## config.mk

```make
export PLATFORM = sky130hd
export DESIGN_NAME = demux_1t4_buf
export DESIGN_NICKNAME = d
export VERILOG_FILES = /design/src/rtl/demux_1t4_buf_pkg.sv /design/src/rtl/demux_1t4_buf_chan_fifo.sv /design/src/rtl/demux_1t4_buf.sv
export SDC_FILE = /design/constraint.sdc
export NUM_CORES = 1
export LEC_CHECK = 0
export BUFFER_PORTS_ARGS = -buffer_cell sky130_fd_sc_hd__buf_2
export CORE_UTILIZATION = 57
export DETAILED_ROUTE_END_ITERATION = 10
export HOLD_SLACK_MARGIN = 0.12
export PLACE_DENSITY = 0.8
export SLEW_MARGIN = 20
export SYNTH_ARGS = -nofsm -noshare
export SYNTH_HDL_FRONTEND = slang
export SYNTH_SLANG_ARGS = --single-unit
export TNS_END_PERCENT = 10
```

## constraint.sdc

```tcl
create_clock -name CLK -period 14.2 [get_ports CLK]
set_input_delay 3.55 -clock CLK [delete_from_list [all_inputs] [get_ports CLK]]
set_output_delay 3.55 -clock CLK [all_outputs]
set_load 0.03 [all_outputs]
```

## src/rtl/demux_1t4_buf_pkg.sv

```systemverilog
// Shared types and sizing helpers for the buffered 1-to-4 demultiplexer.
package carp_demux_pkg;

  typedef logic [1:0] chan_sel_t;

  localparam int NUM_CHAN = 4;

  // Occupancy counter must represent 0..depth inclusive.
  function automatic int cnt_width(input int depth);
    return $clog2(depth + 1);
  endfunction

endpackage

```

## src/rtl/demux_1t4_buf_chan_fifo.sv

```systemverilog
// Per-channel FIFO: registered storage, wrapping pointers and a separate occupancy count.
module chan_fifo
  import carp_demux_pkg::*;
#(
  parameter  int WIDTH = 32,
  parameter  int DEPTH = 2,
  localparam int CW    = cnt_width(DEPTH),
  localparam int PW    = $clog2(DEPTH)
) (
  input  logic             clk,
  input  logic             rst,
  input  logic             push,
  input  logic [WIDTH-1:0] push_data,
  input  logic             pop,
  output logic             full,
  output logic             empty,
  output logic [CW-1:0]    cnt,
  output logic [WIDTH-1:0] head
);

  logic [WIDTH-1:0] mem_q [DEPTH];
  logic [WIDTH-1:0] mem_d [DEPTH];
  logic [PW-1:0]    wr_ptr_q, wr_ptr_d;
  logic [PW-1:0]    rd_ptr_q, rd_ptr_d;
  logic [CW-1:0]    cnt_q, cnt_d;
  logic             push_ok_s;
  logic             pop_ok_s;

  assign full      = (cnt_q == CW'(DEPTH));
  assign empty     = (cnt_q == CW'(0));
  assign cnt       = cnt_q;
  // Flags come from the registered count, so a pop never frees space for a same-cycle push.
  assign push_ok_s = push & ~full;
  assign pop_ok_s  = pop & ~empty;

  always_comb begin
    mem_d    = mem_q;
    wr_ptr_d = wr_ptr_q;
    rd_ptr_d = rd_ptr_q;
    cnt_d    = cnt_q;
    if (push_ok_s) begin
      mem_d[wr_ptr_q] = push_data;
      wr_ptr_d        = wr_ptr_q + PW'(1);
    end else begin
      wr_ptr_d = wr_ptr_q;
    end
    if (pop_ok_s) begin
      rd_ptr_d = rd_ptr_q + PW'(1);
    end else begin
      rd_ptr_d = rd_ptr_q;
    end
    case ({push_ok_s, pop_ok_s})
      2'b10:   cnt_d = cnt_q + CW'(1);
      2'b01:   cnt_d = cnt_q - CW'(1);
      default: cnt_d = cnt_q;
    endcase
  end

  always_ff @(posedge clk or posedge rst) begin
    if (rst) begin
      for (int i = 0; i < DEPTH; i++) begin
        mem_q[i] <= '0;
      end
      wr_ptr_q <= '0;
      rd_ptr_q <= '0;
      cnt_q    <= '0;
    end else begin
      mem_q    <= mem_d;
      wr_ptr_q <= wr_ptr_d;
      rd_ptr_q <= rd_ptr_d;
      cnt_q    <= cnt_d;
    end
  end

  always_comb begin
    if (empty) begin
      head = '0;
    end else begin
      head = mem_q[rd_ptr_q];
    end
  end

endmodule

```

## src/rtl/demux_1t4_buf.sv

```systemverilog
// Buffered 1-to-4 demultiplexer: one valid/ready input routed by IN_SEL into four
// independent channel FIFOs so a stalled consumer never blocks the others.
module demux_1t4_buf
  import carp_demux_pkg::*;
#(
  parameter int WIDTH = 32,
  parameter int DEPTH = 2
) (
  input  logic                                    CLK,
  input  logic                                    RST,
  input  logic                                    IN_VALID,
  output logic                                    IN_READY,
  input  chan_sel_t                               IN_SEL,
  input  logic [WIDTH-1:0]                        IN_DATA,
  output logic [NUM_CHAN-1:0]                     OUT_VALID,
  input  logic [NUM_CHAN-1:0]                     OUT_READY,
  output logic [WIDTH-1:0]                        OUT_DATA0,
  output logic [WIDTH-1:0]                        OUT_DATA1,
  output logic [WIDTH-1:0]                        OUT_DATA2,
  output logic [WIDTH-1:0]                        OUT_DATA3,
  output logic [NUM_CHAN*cnt_width(DEPTH)-1:0]    OUT_CNT
);

  localparam int CW = cnt_width(DEPTH);

  logic [NUM_CHAN-1:0] push_en_s;
  logic [NUM_CHAN-1:0] full_s;
  logic [NUM_CHAN-1:0] empty_s;
  logic [CW-1:0]       cnt_s  [NUM_CHAN];
  logic [WIDTH-1:0]    head_s [NUM_CHAN];

  always_comb begin
    case (IN_SEL)
      2'd0:    IN_READY = ~full_s[0];
      2'd1:    IN_READY = ~full_s[1];
      2'd2:    IN_READY = ~full_s[2];
      2'd3:    IN_READY = ~full_s[3];
      default: IN_READY = 1'b0;
    endcase
  end

  always_comb begin
    push_en_s = '0;
    if (IN_VALID && IN_READY) begin
      case (IN_SEL)
        2'd0:    push_en_s = 4'b0001;
        2'd1:    push_en_s = 4'b0010;
        2'd2:    push_en_s = 4'b0100;
        2'd3:    push_en_s = 4'b1000;
        default: push_en_s = 4'b0000;
      endcase
    end else begin
      push_en_s = 4'b0000;
    end
  end

  for (genvar k = 0; k < NUM_CHAN; k++) begin : g_chan
    chan_fifo #(
      .WIDTH (WIDTH),
      .DEPTH (DEPTH)
    ) u_fifo (
      .clk       (CLK),
      .rst       (RST),
      .push      (push_en_s[k]),
      .push_data (IN_DATA),
      .pop       (OUT_READY[k]),
      .full      (full_s[k]),
      .empty     (empty_s[k]),
      .cnt       (cnt_s[k]),
      .head      (head_s[k])
    );
    assign OUT_VALID[k]          = ~empty_s[k];
    assign OUT_CNT[k*CW +: CW]   = cnt_s[k];
  end

  assign OUT_DATA0 = head_s[0];
  assign OUT_DATA1 = head_s[1];
  assign OUT_DATA2 = head_s[2];
  assign OUT_DATA3 = head_s[3];

endmodule

```

==> flow_summary_export.csv, run 1 <==
group,metric,value,unit
status,status,"completed",
synthesis,synth-seq-cells,272,
worst_hold_path,min_from,"g_chan[3].u_fifo.mem_q[56]$_DFFE_PP0P_",
die,start_util,58.4,%
critical_path,cp-end-kind,"output port",
timing,fin_setup_tns,0,ps
drt,drt-total-wl,27.9,mm
timing,grt_setup_unrepaired,"no",
critical_path,required,10650,ps
global_routing,grt_pass1_vias,7885,
global_routing,grt_pass1_wl,44.3,mm
drt,vias_per_cell,5.62,
cts,root_buffer,"clkbuf_16",
timing,finalCriticalPeriod,8050,ps
timing,tightest_slew,1100,ps
cts,insertion_delay,530,ps
synthesis,synth_edf_count,0,
cts,cts_tree,"yes",
global_routing,grt_max_degree,136,
placement,gp_congestion,0.760,
drt,vias,7670,
timing,setup_viol,0,
cts,cts_buffers,28,
drt,topRoutingLayerUsed,"met4",
layout,fin_nets,1116,
synthesis,syn_area_per_cell,13.6,sq um
global_routing,grt.overflow.total,0,
die,dieArea,22200,sq um
synthesis,synth-async-reset-ratio,100,%
timing,fin_crit_sh,56.7,%
cts,clk_path_buf_depth,3,
layout,syn_to_final_growth,16.4,%
synthesis,netlist_area,12300,sq um
critical_path,startpoint_type,"primary input",
die,die_x,149,microns
drt,drcViolationCount,0,
layout,layout_common_cells,"dfrtp_1 (268), mux2_2 (217), buf_2 (181)",
drt,dr_wl_met2,13.4,mm
timing,max-slew-margin-rel,26.6,%
cts,clk_pin_slew,60,ps
timing,holdWs,487,ps
critical_path,r2r-start,"g_chan[1].u_fifo.cnt[1]$_DFFE_PP0P_",
critical_path,critPathMaxFanout,9,
synthesis,synth_cells,904,
critical_path,critical_path_class,"primary input to output port",
cts,ctsHoldBuffers,0,
die,die-height,149,microns
placement,dp.cells,1315,
timing,max_freq,124,MHz
synthesis,yosysSeqAreaShare,55.2,%
timing,final_max_slew_viol_count,0,
cts,ctsResizeCount,0,
global_routing,track_usage,26.0,%
placement,numPortBuffers,181,
layout,layout-drive-gt1-share,45.1,%
die,rows,53,
cts,htreeDepth,1,
die,fp.coreArea,21100,sq um
timing,finalHoldViolCount,0,
drt,first_pass_iters,4,
timing,skew,8.19,ps
drt,met3WireLength,1.50,mm
run,drv_cap,0,
drt,drt_iter0_drc,370,
cts,post_cts_buffers,0,
critical_path,cp.arrival,4500,ps
layout,final_common_cell,"dfrtp_1",
drt,wl_met1,12.3,mm
layout,diodes,0,
global_routing,antenna_found_initial,0,
cts,cts_sinks,272,
synthesis,synth_warnings,0,
synthesis,syn_nets,949,
synthesis,synth-main-ff-cell,"dfrtp_1",
worst_hold_path,holdCritPathClass,"register to register",
drt,wl_per_cell,20.4,microns
die,ioPinCount,182,
drt,postRouteAntennaNets,0,
layout,fin_cells,1365,
synthesis,yosysUniqueCellTypes,26,
placement,post-dp-hpwl,17.4,mm
critical_path,crit_start,"IN_SEL[1]",
## metrics by stage
| step | setup WS, ps | utilization, % | instance area (sq um) |
|---|---|---|---|
| after global routing | 6140 | 68.0 | 14300 |
| after detailed placement | 6160 | 63.8 | 13500 |
| after global placement | 6160 | 63.7 | 13400 |
| after floorplan | 3150 | - | 12300 |
| final | 6150 | 68.0 | 14300 |
| after CTS | 6160 | 67.9 | 14300 |
## layer usage
layer / global-route usage, % / vias to the layer above
li1: - / 3457
met1: 36.5 / 3958
met2: 42.5 / 210
met3: 3.76 / 45
met4: 7.14 / 0
met5: 0 / -
## Yosys cell counts, types with 5 or more instances
cell type	instances	area share, %
dfrtp_1	272	55
mux2_2	217	20
nor2_1	138	4.2
mux2i_1	128	10
buf_2	35	1.4
mux2_4	30	3.7
clkbuf_1	17	0.52
xnor2_1	12	0.85
mux2_1	9	0.82
xor2_1	8	0.57
inv_1	5	0.15
## flip-flops by register name, summed over array words and instances (netlist names)
| signal | flops |
|---|---|
| g_chan.u_fifo.rd_ptr_q | 4 |
| g_chan.u_fifo.mem_q | 256 |
| g_chan.u_fifo.cnt | 8 |
| g_chan.u_fifo.wr_ptr_q | 4 |
## worst max-delay path, cell delays in order
cell    delay, ps
buf_2         200
mux4_2        550
buf_2         200
## path summary, 6_finish.rpt
kind,cells past startpoint,end,slack [ps]
setup / recovery,3,IN_READY,6150
hold / removal,1,g_chan[3].u_fifo.mem_q[56]$_DFFE_PP0P_,490
setup reg to reg,4,g_chan[1].u_fifo.mem_q[12]$_DFFE_PP0P_,11700
hold reg to reg,1,g_chan[3].u_fifo.mem_q[56]$_DFFE_PP0P_,490
max in group asynchronous,3,g_chan[2].u_fifo.mem_q[16]$_DFFE_PP0P_,9690
min in group asynchronous,2,g_chan[3].u_fifo.mem_q[0]$_DFFE_PP0P_,3210
## layout make-up
class                           count  area, sq um
Clock buffer                       47          843
Multi-Input combinational cell    571         5280
Clock inverter                      2         10.0
Fill cell                        1588         6750
Inverter                            5         26.3
Timing Repair Buffer              193         1030
Tap cell                          275          344
Sequential cell                   272         6810
## logic make-up after synthesis
family                     Yosys count  synth area share [%]
xor gates and xnor gates            20                  1.42
adders and majority gates            4                 0.406
buffers and inverters               61                  2.43
DFF                                272                  55.2
muxes                              385                  34.9
and+or+nand+nor                    162                  5.62
Power of run 1 is not shown: default switching activity piles up to over one toggle a cycle in this logic, so the estimate is an artifact.
==> inputs of run 2 (changes only) <==
Clock period 14.2 ns to 8.17 ns, I/O delays scaled along.
==> run 2 against run 1 <==
Compared with the run above: routed wire length down 1.2%; via count down 1.3%; register-to-register slack worse by 5900 ps; flip-flop and latch count unchanged; critical path type unchanged; non-clock buffer count down 2; critical path depth unchanged; worst hold slack worse by 2.4 ps; final area up 0.47%.
==> flow_summary_export.csv, run 2 (synthesis gave the netlist of run 1 again) <==
group,metric,value,unit
drt,drcViolationCount,0,
cts,post_cts_buffers,0,
global_routing,grt_max_degree,154,
timing,final_max_slew_viol_count,0,
global_routing,track_usage,25.7,%
layout,layout-drive-gt1-share,45.6,%
critical_path,required,6130,ps
drt,vias,7570,
global_routing,grt.overflow.total,0,
timing,tightest_slew,1120,ps
layout,final_common_cell,"dfrtp_1",
cts,cts_buffers,28,
critical_path,path_cells,"buf_2 > mux4_2 > buf_2",
status,status,"completed",
timing,holdWs,484,ps
critical_path,slowest_stage,"mux4_2",
layout,syn_to_final_growth,16.9,%
critical_path,startpoint_type,"primary input",
layout,top_register,"g_chan.u_fifo.mem_q",
timing,fin_setup_tns,0,ps
layout,largest_reg_flops,256,
drt,postRouteAntennaNets,0,
cts,clk_pin_slew,60,ps
timing,setup_viol,0,
die,ioPinCount,182,
global_routing,grt_pass1_vias,7990,
drt,topRoutingLayerUsed,"met5",
layout,n_fill_cell,1497,
drt,vias_per_cell,5.54,
placement,numPortBuffers,181,
drt,drt_iter0_drc,331,
die,die_x,149,microns
global_routing,grt_pass1_wl,43.8,mm
placement,gp_congestion,0.770,
critical_path,cp_num_buf_inv,2,
cts,htreeDepth,1,
critical_path,crit_family,"multiplexers",
run,drv_cap,0,
drt,wl_met1,12.3,mm
die,start_util,58.4,%
cts,root_buffer,"clkbuf_16",
die,dieArea,22200,sq um
critical_path,cp-end-kind,"output port",
timing,max-slew-margin-rel,25.0,%
worst_hold_path,min_from,"g_chan[2].u_fifo.mem_q[24]$_DFFE_PP0P_",
critical_path,r2r-start,"g_chan[1].u_fifo.cnt[0]$_DFFE_PP0P_",
critical_path,critical_path_class,"primary input to output port",
worst_hold_path,holdCritPathClass,"register to register",
layout,fin_nets,1114,
critical_path,cpMostUsedCell,"buf_2",
timing,skew,9.33,ps
placement,post-dp-hpwl,17.2,mm
drt,first_pass_iters,4,
drt,met3WireLength,1.47,mm
drt,drt-total-wl,27.5,mm
cts,cts_tree,"yes",
cts,clk_path_buf_depth,3,
die,rows,53,
critical_path,slowest_delay,560,ps
cts,ctsResizeCount,0,
critical_path,crit_start,"IN_SEL[1]",
timing,max_freq,198,MHz
global_routing,antenna_found_initial,1,
die,die-height,149,microns
cts,insertion_delay,540,ps
timing,grt_setup_unrepaired,"no",
cts,cts_sinks,272,
die,fp.coreArea,21100,sq um
layout,layout_common_cells,"dfrtp_1 (268), mux2_2 (217), buf_2 (181)",
timing,finalHoldViolCount,0,
timing,finalCriticalPeriod,5050,ps
cts,ctsHoldBuffers,0,
critical_path,cp.arrival,3000,ps
drt,wl_per_cell,20.2,microns
drt,dr_wl_met2,13.2,mm
critical_path,critPathMaxFanout,9,
timing,fin_crit_sh,61.8,%
[run 2: changes by cell type in the layout (fill, tap and decap cells not counted), sizes merged]
cell,before,now
clkinv,2,5
buf,193,191
clkbuf,47,45
bufinv,0,1
clkinvlp,0,1
diode,0,1
inv,5,4
[run 2: worst reg2reg max path: stages (launching register included)]
cell     delay [ps]
dfrtp_1         480
nor2_4          770
inv_1           160
and2_1          250
ha_1            340
nor2_1          160
xor2_1          170
[run 2: final timing paths]
path / slack (ps) / to / depth (start not counted)
max reg2reg: 5770 / g_chan[1].u_fifo.cnt[1]$_DFFE_PP0P_ / 6
min: 480 / g_chan[2].u_fifo.mem_q[24]$_DFFE_PP0P_ / 1
max in group asynchronous: 5010 / g_chan[0].u_fifo.mem_q[12]$_DFFE_PP0P_ / 3
max: 3120 / IN_READY / 3
min in group asynchronous: 1710 / g_chan[3].u_fifo.mem_q[1]$_DFFE_PP0P_ / 2
min reg2reg: 480 / g_chan[2].u_fifo.mem_q[24]$_DFFE_PP0P_ / 1
[run 2: cell type report]
| cell class | instances | area [sq um] | share of cell area [%] |
|---|---|---|---|
| flip-flops and latches | 272 | 6810 | 47.3 |
| diodes | 1 | 2.50 | 0.0174 |
| inverters | 5 | 22.5 | 0.156 |
| multi-input cells | 571 | 5280 | 36.6 |
| clock buffers | 45 | 866 | 6.01 |
| clock inverters | 6 | 55.1 | 0.382 |
| repair buffers | 191 | 1030 | 7.12 |
| well taps | 275 | 344 | 2.39 |
[run 2: per-layer routing]
layer	track usage [%]	vias to the layer above
met4	6.33	2
met5	0	-
met2	42.7	172
met3	4.50	44
li1	-	3474
met1	35.1	3878
[run 2: through the flow]
stage / setup WS (ps) / std cells / utilization [%] / instance area, sq um
final: 3120 / 1366 / 68.3 / 14400
after CTS: 3110 / 1363 / 68.1 / 14400
after global placement: 3140 / 1311 / 63.7 / 13400
after floorplan: 2530 / 904 / - / 12300
after detailed placement: 3120 / 1312 / 63.7 / 13400
after global routing: 3100 / 1365 / 68.3 / 14400
Power of run 2 is left out for the same reason.
